File: config.mk
export PLATFORM = sky130hd
export DESIGN_NAME = fp_sub_seq
export DESIGN_NICKNAME = d
export VERILOG_FILES = /design/src/rtl/fp_sub_seq.sv
export SDC_FILE = /design/constraint.sdc
export NUM_CORES = 1
export LEC_CHECK = 0
export ABC_CLOCK_PERIOD_IN_PS = 16500
export CORE_UTILIZATION = 50
export DETAILED_ROUTE_END_ITERATION = 10
export GPL_TIMING_DRIVEN = 0
export PLACE_DENSITY = 0.69
export SYNTH_ARGS = -nofsm -noshare
export SYNTH_HDL_FRONTEND = slang
export SYNTH_SLANG_ARGS = --single-unit
File: constraint.sdc
create_clock -name clk -period 16.5 [get_ports clk]
set_input_delay 2.475 -clock clk [delete_from_list [all_inputs] [get_ports clk]]
set_output_delay 2.475 -clock clk [all_outputs]
set_load 0.05 [all_outputs]
File: src/rtl/fp_sub_seq.sv
// rtl/fp_sub_seq.sv - multi-cycle IEEE-754 subtractor with one-bit-per-cycle renormalisation
module fp_sub_seq #(
    parameter int NEXP        = 5,
    parameter int NSIG        = 10,
    parameter int NRAS        = 4,
    parameter int NTYPES      = 6,
    parameter int NEXCEPTIONS = 5
) (
    input  logic                     clk,
    input  logic                     rst_n,
    input  logic                     in_valid,
    output logic                     in_ready,
    input  logic [NEXP+NSIG:0]       a,
    input  logic [NEXP+NSIG:0]       b,
    input  logic [NRAS:0]            ra,
    output logic                     out_valid,
    input  logic                     out_ready,
    output logic [NEXP+NSIG:0]       s,
    output logic [NTYPES-1:0]        sFlags,
    output logic [NEXCEPTIONS-1:0]   exception
);
    localparam int W    = NEXP + NSIG + 1;
    localparam int F    = NSIG + 3;          // fraction bits below the significand LSB
    localparam int XW   = 2 * F;             // extended significand width
    localparam int EW   = NEXP + 2;          // signed unbiased exponent width
    localparam int BIAS = (1 << (NEXP - 1)) - 1;

    localparam logic signed [EW-1:0] BIAS_E = EW'(BIAS);
    localparam logic signed [EW-1:0] EMIN_E = EW'(1 - BIAS);
    localparam logic signed [EW-1:0] F_E    = EW'(F);
    localparam logic signed [EW-1:0] ONE_E  = EW'(1);

    // class flag, rounding attribute and exception bit positions
    localparam int C_ZERO = 0, C_SUB = 1, C_NORM = 2, C_INF = 3, C_QNAN = 4, C_SNAN = 5;
    localparam int R_RNE = 0, R_RNA = 1, R_RTZ = 2, R_RTP = 3, R_RTN = 4;
    localparam int X_INVALID = 0, X_OVERFLOW = 2, X_INEXACT = 4;

    typedef enum logic [2:0] {IDLE, CALC, NORM, ROUND, DONE} state_t;

    state_t                  state_q, state_d;
    logic [W-1:0]            a_q, a_d, b_q, b_d;
    logic [NRAS:0]           ra_q, ra_d;
    logic                    sign_q, sign_d;
    logic signed [EW-1:0]    exp_q, exp_d;
    logic [XW-1:0]           sig_q, sig_d;
    logic [W-1:0]            s_q, s_d;
    logic [NTYPES-1:0]       flags_q, flags_d;
    logic [NEXCEPTIONS-1:0]  exc_q, exc_d;
    logic                    out_valid_q, out_valid_d;

    function automatic logic [NTYPES-1:0] classify(input logic [W-2:0] x);
        logic [NTYPES-1:0] c;
        c = '0;
        if (&x[W-2:NSIG]) begin
            if (x[NSIG-1:0] == '0)  c[C_INF]  = 1'b1;
            else if (x[NSIG-1])     c[C_QNAN] = 1'b1;
            else                    c[C_SNAN] = 1'b1;
        end else if (x[W-2:NSIG] == '0) begin
            if (x[NSIG-1:0] == '0)  c[C_ZERO] = 1'b1;
            else                    c[C_SUB]  = 1'b1;
        end else begin
            c[C_NORM] = 1'b1;
        end
        return c;
    endfunction

    // subnormals share the EMIN exponent with a zero hidden bit
    function automatic logic signed [EW-1:0] unb_exp(input logic [NEXP-1:0] e);
        if (e == '0) return EMIN_E;
        return $signed({2'b00, e}) - BIAS_E;
    endfunction

    logic [NTYPES-1:0]    fa, fb;
    logic signed [EW-1:0] ea, eb, dexp, ecalc;
    logic [NSIG:0]        ma, mb;
    logic [EW-1:0]        shamt;
    logic                 a_ge, eff_sub, neg, carry, rsign;
    logic [XW-1:0]        xa, xb, mag0, mag;
    logic [XW:0]          diff;

    // operand decode, alignment and magnitude add/subtract on the registered operands
    always_comb begin
        fa      = classify(a_q[W-2:0]);
        fb      = classify(b_q[W-2:0]);
        ea      = unb_exp(a_q[W-2:NSIG]);
        eb      = unb_exp(b_q[W-2:NSIG]);
        ma      = {|a_q[W-2:NSIG], a_q[NSIG-1:0]};
        mb      = {|b_q[W-2:NSIG], b_q[NSIG-1:0]};
        a_ge    = (ea >= eb);
        dexp    = a_ge ? (ea - eb) : (eb - ea);
        shamt   = (dexp > F_E) ? F_E : dexp;
        xa      = {2'b00, ma, {F{1'b0}}} >> (a_ge ? '0 : shamt);
        xb      = {2'b00, mb, {F{1'b0}}} >> (a_ge ? shamt : '0);
        // a - b is a magnitude subtraction when the raw signs agree
        eff_sub = (a_q[W-1] == b_q[W-1]);
        diff    = eff_sub ? ({1'b0, xa} - {1'b0, xb}) : ({1'b0, xa} + {1'b0, xb});
        neg     = eff_sub & diff[XW];
        mag0    = neg ? (~diff[XW-1:0] + XW'(1)) : diff[XW-1:0];
        carry   = mag0[F+NSIG+1];
        mag     = carry ? ((mag0 >> 1) | {{(XW-1){1'b0}}, mag0[0]}) : mag0;
        ecalc   = (a_ge ? ea : eb) + (carry ? ONE_E : '0);
        rsign   = a_q[W-1] ^ neg;
    end

    logic [NSIG:0]           keep, rsig;
    logic [NSIG+1:0]         rsum;
    logic                    g, st, up, to_max;
    logic signed [EW-1:0]    er;
    logic [W-1:0]            rres;
    logic [NTYPES-1:0]       rflags;
    logic [NEXCEPTIONS-1:0]  rexc;

    // rounding of sig[NSIG:-NSIG-3] and result packing
    always_comb begin
        keep   = sig_q[F+NSIG:F];
        g      = sig_q[F-1];
        st     = |sig_q[F-2:0];
        up     = (ra_q[R_RNE] & g & (st | keep[0])) | (ra_q[R_RNA] & g) |
                 (ra_q[R_RTP] & ~sign_q & (g | st)) | (ra_q[R_RTN] & sign_q & (g | st));
        rsum   = {1'b0, keep} + {{(NSIG+1){1'b0}}, up};
        rsig   = rsum[NSIG+1] ? rsum[NSIG+1:1] : rsum[NSIG:0];
        er     = exp_q + (rsum[NSIG+1] ? ONE_E : '0);
        to_max = ra_q[R_RTZ] | (ra_q[R_RTN] & ~sign_q) | (ra_q[R_RTP] & sign_q);
        rres   = '0;
        rflags = '0;
        rexc   = '0;
        rexc[X_INEXACT] = g | st;
        if (er > BIAS_E) begin
            rexc[X_OVERFLOW] = 1'b1;
            rexc[X_INEXACT]  = 1'b1;
            if (to_max) begin
                rres = {sign_q, {(NEXP-1){1'b1}}, 1'b0, {NSIG{1'b1}}};
                rflags[C_NORM] = 1'b1;
            end else begin
                rres = {sign_q, {NEXP{1'b1}}, {NSIG{1'b0}}};
                rflags[C_INF] = 1'b1;
            end
        end else if (!rsig[NSIG]) begin
            rres = {sign_q, {NEXP{1'b0}}, rsig[NSIG-1:0]};
            if (rsig == '0) rflags[C_ZERO] = 1'b1;
            else            rflags[C_SUB]  = 1'b1;
        end else begin
            rres = {sign_q, NEXP'(er + BIAS_E), rsig[NSIG-1:0]};
            rflags[C_NORM] = 1'b1;
        end
    end

    // next-state and datapath register updates
    always_comb begin
        state_d = state_q;
        a_d     = a_q;
        b_d     = b_q;
        ra_d    = ra_q;
        sign_d  = sign_q;
        exp_d   = exp_q;
        sig_d   = sig_q;
        s_d     = s_q;
        flags_d = flags_q;
        exc_d   = exc_q;
        case (state_q)
            IDLE: begin
                if (in_valid) begin
                    a_d     = a;
                    b_d     = b;
                    ra_d    = ra;
                    state_d = CALC;
                end
            end
            CALC: begin
                state_d = DONE;
                flags_d = '0;
                exc_d   = '0;
                if (fa[C_SNAN] || (!fb[C_SNAN] && fa[C_QNAN])) begin
                    s_d     = a_q;
                    flags_d = fa;
                end else if (fb[C_SNAN] || fb[C_QNAN]) begin
                    s_d     = b_q;
                    flags_d = fb;
                end else if (fa[C_INF] && fb[C_INF] && eff_sub) begin
                    s_d              = {a_q[W-1], {NEXP{1'b1}}, {NSIG{1'b1}}};
                    flags_d[C_QNAN]  = 1'b1;
                    exc_d[X_INVALID] = 1'b1;
                end else if (fa[C_INF] || fb[C_ZERO] && !fa[C_ZERO]) begin
                    s_d     = a_q;
                    flags_d = fa;
                end else if (fb[C_INF] || fa[C_ZERO] && !fb[C_ZERO]) begin
                    s_d     = {~b_q[W-1], b_q[W-2:0]};
                    flags_d = fb;
                end else if (fa[C_ZERO] || mag == '0) begin
                    s_d             = {(fa[C_ZERO] && !eff_sub) ? a_q[W-1] : ra_q[R_RTN], {(W-1){1'b0}}};
                    flags_d[C_ZERO] = 1'b1;
                end else begin
                    sign_d  = rsign;
                    exp_d   = ecalc;
                    sig_d   = mag;
                    state_d = NORM;
                end
            end
            NORM: begin
                if (sig_q[F+NSIG] || exp_q == EMIN_E) begin
                    state_d = ROUND;
                end else begin
                    sig_d = sig_q << 1;
                    exp_d = exp_q - ONE_E;
                end
            end
            ROUND: begin
                s_d     = rres;
                flags_d = rflags;
                exc_d   = rexc;
                state_d = DONE;
            end
            DONE: begin
                if (out_ready) state_d = IDLE;
            end
            default: state_d = IDLE;
        endcase
        out_valid_d = (state_d == DONE);
    end

    // state and datapath registers; reset discards any operation in flight
    always_ff @(posedge clk) begin
        if (!rst_n) begin
            state_q     <= IDLE;
            a_q         <= '0;
            b_q         <= '0;
            ra_q        <= '0;
            sign_q      <= 1'b0;
            exp_q       <= '0;
            sig_q       <= '0;
            s_q         <= '0;
            flags_q     <= '0;
            exc_q       <= '0;
            out_valid_q <= 1'b0;
        end else begin
            state_q     <= state_d;
            a_q         <= a_d;
            b_q         <= b_d;
            ra_q        <= ra_d;
            sign_q      <= sign_d;
            exp_q       <= exp_d;
            sig_q       <= sig_d;
            s_q         <= s_d;
            flags_q     <= flags_d;
            exc_q       <= exc_d;
            out_valid_q <= out_valid_d;
        end
    end

    assign in_ready  = (state_q == IDLE);
    assign out_valid = out_valid_q;
    assign s         = s_q;
    assign sFlags    = flags_q;
    assign exception = exc_q;

endmodule

==> flow_metrics.tcl, run 1 <==
set metrics [dict create \
    global_route_wire_length_before_repair_um 72800 \
    timing.hold.worst.class "reg2reg" \
    post_drt_wl_per_cell_um 21.7 \
    share_of_the_yosys_chip_area_belonging_to_registers 0.161 \
    worstMarginPinSlew_ns 1.35 \
    path_clk_slew_ns 0.08 \
    setup.worst_path.class "reg2reg" \
    synthesis.yosys.warnings 0 \
    cp.required_ns 16.72 \
    synth_edf_count 0 \
    critical_path.startpoint_type "flip-flop" \
    delay_of_the_slowest_cell_on_the_worst_path_ns 0.77 \
    post-cts-setup-buffer-count 0 \
    wirelength_um 47400 \
    drtPass1Iterations 6 \
    synth_async_sr_flop_share 0 \
    syn2layout_area_growth_pct 11.0 \
    slew_headroom 0.0926 \
    final_cells 2188 \
    detailed_place_hpwl_um 37900 \
    num_rows 56 \
    drive_above_1_share 0.0552 \
    maxClockFrequency_mhz 63.9 \
    post_synth_fa_ha_maj_area_fraction 0.0552 \
    post_synth.cell_area_avg_sq_um 6.81 \
    grt_setup_unrepaired "false" \
    timing.final.setup_violations 0 \
    clock_network_latency_to_the_later_pin_of_the_worst_skew_pair_ns 0.36 \
    antenna_found_initial 0 \
    crit_slowest_cell "sky130_fd_sc_hd__nor2_1" \
    grtUsageTotal 0.376 \
    layout.cells.most_common "sky130_fd_sc_hd__nand2_1" \
    cts.hold.buffers_added 0 \
    synth_top_family_by_area "compound AO/OA/AOI/OAI gates" \
    die_w_um 158 \
    remaining_drc_errors 0 \
    dr.first_iter.drc_count 1643 \
    fin_crit_ns 15.64 \
    num-fill-cells 2407 \
    final-hold-violation-count 0 \
    detailroute.via_count 14398 \
    drt-vias-per-instance 6.58 \
    path_buf_inv 12 \
    fin_crit_sh 0.948 \
    synthMuxAreaShare 0.0356 \
    post_synth_and_or_nand_nor_area_fraction 0.296 \
    die_height_um 158 \
    global_route.overflow_total 0 \
    ys_seq_elements 98 \
    synth-xor-area-share 0.0606 \
    status "finished, final reports clean" \
    clock_skew_ns 0.0151 \
    dpl.cell_count 2171 \
    clock_path_buffers 2 \
    synthesized_cell_area_sq_um 12100 \
    place_congestion 0.992 \
    layout_common_cells "254 x sky130_fd_sc_hd__nand2_1, 193 x sky130_fd_sc_hd__a21oi_1, 162 x sky130_fd_sc_hd__nor2_1" \
    design.core.area_sq_um 23700 \
    tritoncts_clock_tree "built" \
    yosys_most_used_dff "sky130_fd_sc_hd__dfxtp_1" \
    net_total_in_the_final_layout 1957 \
    clock-sinks 98 \
    crit_fanout 10 \
    synth_compound_area_frac 0.331 \
    initial_utilization 0.513 \
    largest_net_degree_at_the_start_of_global_routing 17 \
    placement.io_buffers 66 \
    cts_htree_levels 3 \
    arrival_ns 15.87 \
    final_antenna_net_count 0 \
    report.final.slew_viol_count 0 \
    root_buffer "sky130_fd_sc_hd__clkbuf_16" \
    die-area_sq_um 24900 \
    first_global_vias 12929 \
    number_of_max_cap_violations 0 \
    cp-end-kind "flip-flop" \
    synthCells 1785 \
    post_cts_resize_count 0 \
    pin_count 70 \
    synth_cell_types 103 \
    fin_setup_tns_ns 0 \
    timing.critical_path.max_delay_family "simple AND/OR/NAND/NOR gates" \
    cts_inserted_buffers 9 \
]
==> synthesized netlist by cell type (8+ instances only) <==
| cell | n | area share |
|---|---|---|
| sky130_fd_sc_hd__buf_1 | 10 | 0.0031 |
| sky130_fd_sc_hd__nand4_1 | 18 | 0.0093 |
| sky130_fd_sc_hd__o21a_1 | 23 | 0.014 |
| sky130_fd_sc_hd__a31oi_1 | 26 | 0.013 |
| sky130_fd_sc_hd__o211ai_1 | 17 | 0.011 |
| sky130_fd_sc_hd__nand2_1 | 254 | 0.078 |
| sky130_fd_sc_hd__or4_1 | 8 | 0.0049 |
| sky130_fd_sc_hd__a211oi_1 | 28 | 0.017 |
| sky130_fd_sc_hd__o31ai_1 | 11 | 0.0068 |
| sky130_fd_sc_hd__nor2_1 | 162 | 0.050 |
| sky130_fd_sc_hd__nor4_1 | 17 | 0.0088 |
| sky130_fd_sc_hd__and2_1 | 14 | 0.0072 |
| sky130_fd_sc_hd__o22ai_1 | 23 | 0.012 |
| sky130_fd_sc_hd__nand2b_1 | 19 | 0.0098 |
| sky130_fd_sc_hd__a22oi_1 | 9 | 0.0056 |
| sky130_fd_sc_hd__xor2_1 | 41 | 0.030 |
| sky130_fd_sc_hd__a311oi_1 | 21 | 0.015 |
| sky130_fd_sc_hd__or2_2 | 10 | 0.0051 |
| sky130_fd_sc_hd__dfxtp_1 | 98 | 0.16 |
| sky130_fd_sc_hd__or3_1 | 13 | 0.0067 |
| sky130_fd_sc_hd__nor2b_1 | 11 | 0.0057 |
| sky130_fd_sc_hd__a221o_1 | 8 | 0.0066 |
| sky130_fd_sc_hd__a21oi_1 | 193 | 0.080 |
| sky130_fd_sc_hd__buf_2 | 13 | 0.0054 |
| sky130_fd_sc_hd__a21o_1 | 19 | 0.012 |
| sky130_fd_sc_hd__o21ai_1 | 8 | 0.0033 |
| sky130_fd_sc_hd__ha_1 | 52 | 0.054 |
| sky130_fd_sc_hd__mux2i_1 | 34 | 0.028 |
| sky130_fd_sc_hd__o21ai_0 | 85 | 0.035 |
| sky130_fd_sc_hd__and3_1 | 20 | 0.010 |
| sky130_fd_sc_hd__a221oi_1 | 14 | 0.010 |
| sky130_fd_sc_hd__nor3_1 | 85 | 0.035 |
| sky130_fd_sc_hd__clkbuf_1 | 81 | 0.025 |
| sky130_fd_sc_hd__nand3_1 | 69 | 0.028 |
| sky130_fd_sc_hd__inv_1 | 54 | 0.017 |
| sky130_fd_sc_hd__xnor2_1 | 43 | 0.031 |
==> flip-flops by register name, indices dropped and copies added (netlist names) <==
register	cells
exp_q	7
sFlags	6
s	16
out_valid	1
b_q	16
a_q	16
state_q	3
ra_q	5
sign_q	1
sig_q	24
exception	3
==> stage by stage <==
| stage | area (sq um) | setup WS [ns] | utilization | hold slack (ns) |
|---|---|---|---|---|
| after floorplan | 12200 | 5.04 | - | 0.433 |
| final | 13500 | 0.858 | 0.569 | 0.473 |
| after global routing | 13500 | 0.0205 | 0.569 | 0.489 |
| after CTS | 13500 | 1.30 | 0.569 | 0.468 |
| after detailed placement | 13200 | 1.37 | 0.558 | 0.459 |
| after global placement | 13200 | 1.40 | 0.558 | 0.454 |
==> worst paths after layout <==
path                  endpoint  cells after the start    startpoint  slack, ns
setup / recovery          s[4]                     51       b_q[10]       0.86
hold / removal    exception[4]                      2  exception[4]       0.47
hold reg to reg   exception[4]                      2  exception[4]       0.47
setup reg to reg          s[4]                     51       b_q[10]       0.86
==> routing by layer <==
layer,share of wire,global-route usage
met5,0,0
met4,0.037,0.143
met3,0.092,0.0430
met2,0.44,0.612
met1,0.43,0.506
==> layout make-up <==
class,instances,area [sq um],area share
antenna,2,5.00,0.000371
buffer,116,523,0.0388
clock buffer,10,229,0.0170
clock inverter,5,40.0,0.00297
inverter,54,203,0.0150
multi-input combinational,1518,9460,0.702
sequential,98,1960,0.145
tap,319,399,0.0296
timing repair buffer,66,661,0.0490
==> tightest hold or removal path, stage by stage (launching register included) <==
cell and delay (ns):
sky130_fd_sc_hd__dfxtp_1 0.32, sky130_fd_sc_hd__nand2_1 0.05, sky130_fd_sc_hd__a21oi_1 0.05
==> logic make-up after synthesis <==
| family | count (synthesis) |
|---|---|
| other | 1 |
| buffers and inverters | 170 |
| AO/OA/AOI/OAI | 595 |
| adder cells (fa/ha/maj) | 53 |
| multiplexers | 41 |
| flip-flops | 98 |
| XOR/XNOR | 84 |
| AND/OR/NAND/NOR | 743 |
Power of run 1 is not shown: default switching activity piles up to over one toggle a cycle in this logic, so the estimate is an artifact.
==> run 2, diff against run 1 <==
Settings changed: CORE_MARGIN from default to 2.
==> run 2 against run 1 <==
Clock-buffer cell count shrank 1. Final area increased by 0.12%. Hold slack worse by 0.014 ns. Non-clock buffer count unchanged. Critical endpoint is now s[2]. Largest cell class unchanged. Highest routed layer unchanged.
==> flow_metrics.tcl, run 2 (synthesis gave the netlist of run 1 again) <==
set metrics [dict create \
    cts_inserted_buffers 9 \
    grtUsageTotal 0.353 \
    drt-vias-per-instance 6.60 \
    number_of_max_cap_violations 0 \
    cp.required_ns 16.81 \
    tritoncts_clock_tree "built" \
    final-hold-violation-count 0 \
    first_global_vias 13050 \
    num_rows 57 \
    cp-end-kind "flip-flop" \
    worstMarginPinSlew_ns 1.44 \
    grt_setup_unrepaired "false" \
    largest_register_ff_count 24 \
    dr.first_iter.drc_count 1645 \
    largest_net_degree_at_the_start_of_global_routing 19 \
    final_antenna_net_count 0 \
    clock_path_buffers 2 \
    cts_htree_levels 3 \
    syn2layout_area_growth_pct 11.1 \
    layout_common_cells "254 x sky130_fd_sc_hd__nand2_1, 193 x sky130_fd_sc_hd__a21oi_1, 161 x sky130_fd_sc_hd__nor2_1" \
    crit_slowest_cell "sky130_fd_sc_hd__or4b_2" \
    die-area_sq_um 25600 \
    drtPass1Iterations 6 \
    fin_crit_sh 0.941 \
    detailed_place_hpwl_um 36600 \
    r2r_setup_slack_ns 0.98 \
    n_antenna_cell 0 \
    delay_of_the_slowest_cell_on_the_worst_path_ns 0.63 \
    timing.hold.worst.class "reg2reg" \
    fin_setup_tns_ns 0 \
    root_buffer "sky130_fd_sc_hd__clkbuf_16" \
    global_route.overflow_total 0 \
    net_total_in_the_final_layout 1957 \
    maxClockFrequency_mhz 64.4 \
    report.final.slew_viol_count 0 \
    fin_crit_ns 15.52 \
    arrival_ns 15.83 \
    clock-sinks 98 \
    global_route_wire_length_before_repair_um 73200 \
    clock_network_latency_to_the_later_pin_of_the_worst_skew_pair_ns 0.36 \
    wirelength_um 46700 \
    design.core.area_sq_um 24100 \
    detailroute.via_count 14475 \
    drive_above_1_share 0.0567 \
    pin_count 70 \
    post_drt_wl_per_cell_um 21.3 \
    critical_path.startpoint_type "flip-flop" \
    remaining_drc_errors 0 \
    slew_headroom 0.0342 \
    place_congestion 0.996 \
    timing.final.setup_violations 0 \
    setup.worst_path.class "reg2reg" \
    status "finished, final reports clean" \
    register_name_with_the_most_flops "sig_q" \
    initial_utilization 0.504 \
    path_clk_slew_ns 0.08 \
    layout.cells.most_common "sky130_fd_sc_hd__nand2_1" \
    die_w_um 160 \
    die_height_um 160 \
    placement.io_buffers 66 \
    clock_skew_ns 0.0147 \
    crit_fanout 10 \
    antenna_found_initial 0 \
]
## run 2: per-stage QoR
| stage | util | hold slack (ns) | instance area (sq um) | cells | setup WS [ns] |
|---|---|---|---|---|---|
| final | 0.560 | 0.459 | 13500 | 2192 | 0.977 |
| after global routing | 0.560 | 0.487 | 13500 | 2192 | 0.0692 |
| after CTS | 0.560 | 0.458 | 13500 | 2192 | 1.13 |
| after detailed placement | 0.548 | 0.449 | 13200 | 2176 | 1.23 |
| after global placement | 0.548 | 0.445 | 13200 | 2176 | 1.35 |
| after floorplan | - | 0.433 | 12200 | 1786 | 5.04 |
## run 2: critical path: cells and delay by family (launching register included)
kind,cells,cell delay (ns)
adders and majority gates,5,1.26
AOI/OAI and AO/OA,12,3.50
buffers and inverters,11,3.60
DFF,1,0.39
muxes,2,0.97
and+or+nand+nor,18,5.28
xor gates and xnor gates,2,0.39
## run 2: final timing paths
path | start | endpoint | cells past startpoint
hold reg to reg | exception[0] | exception[0] | 2
hold / removal | exception[0] | exception[0] | 2
setup reg to reg | a_q[10] | s[2] | 50
setup / recovery | a_q[10] | s[2] | 50
## run 2: cell type report
| type | instances | area, sq um |
|---|---|---|
| clock buffer | 9 | 225 |
| tap | 324 | 405 |
| sequential | 98 | 1960 |
| clock inverter | 7 | 56.3 |
| inverter | 54 | 203 |
| fill | 2456 | 10600 |
| timing repair buffer | 66 | 661 |
| multi-input combinational | 1518 | 9470 |
| buffer | 116 | 523 |
## run 2: layer usage
| layer | vias up | GRT usage | share of wire |
|---|---|---|---|
| li1 | 6762 | - | - |
| met1 | 6811 | 0.484 | 0.44 |
| met2 | 791 | 0.565 | 0.44 |
| met3 | 111 | 0.0488 | 0.084 |
| met4 | 0 | 0.134 | 0.039 |
| met5 | - | 0 | 0 |
## run 2: repair_timing
| action | in CTS | in global routing |
|---|---|---|
| setup endpoints to repair | 0 | 16 |
| gates resized for setup | 0 | 1 |
| setup buffers | 0 | 0 |
| hold buffers | 0 | 0 |
Power of run 2 is left out for the same reason.
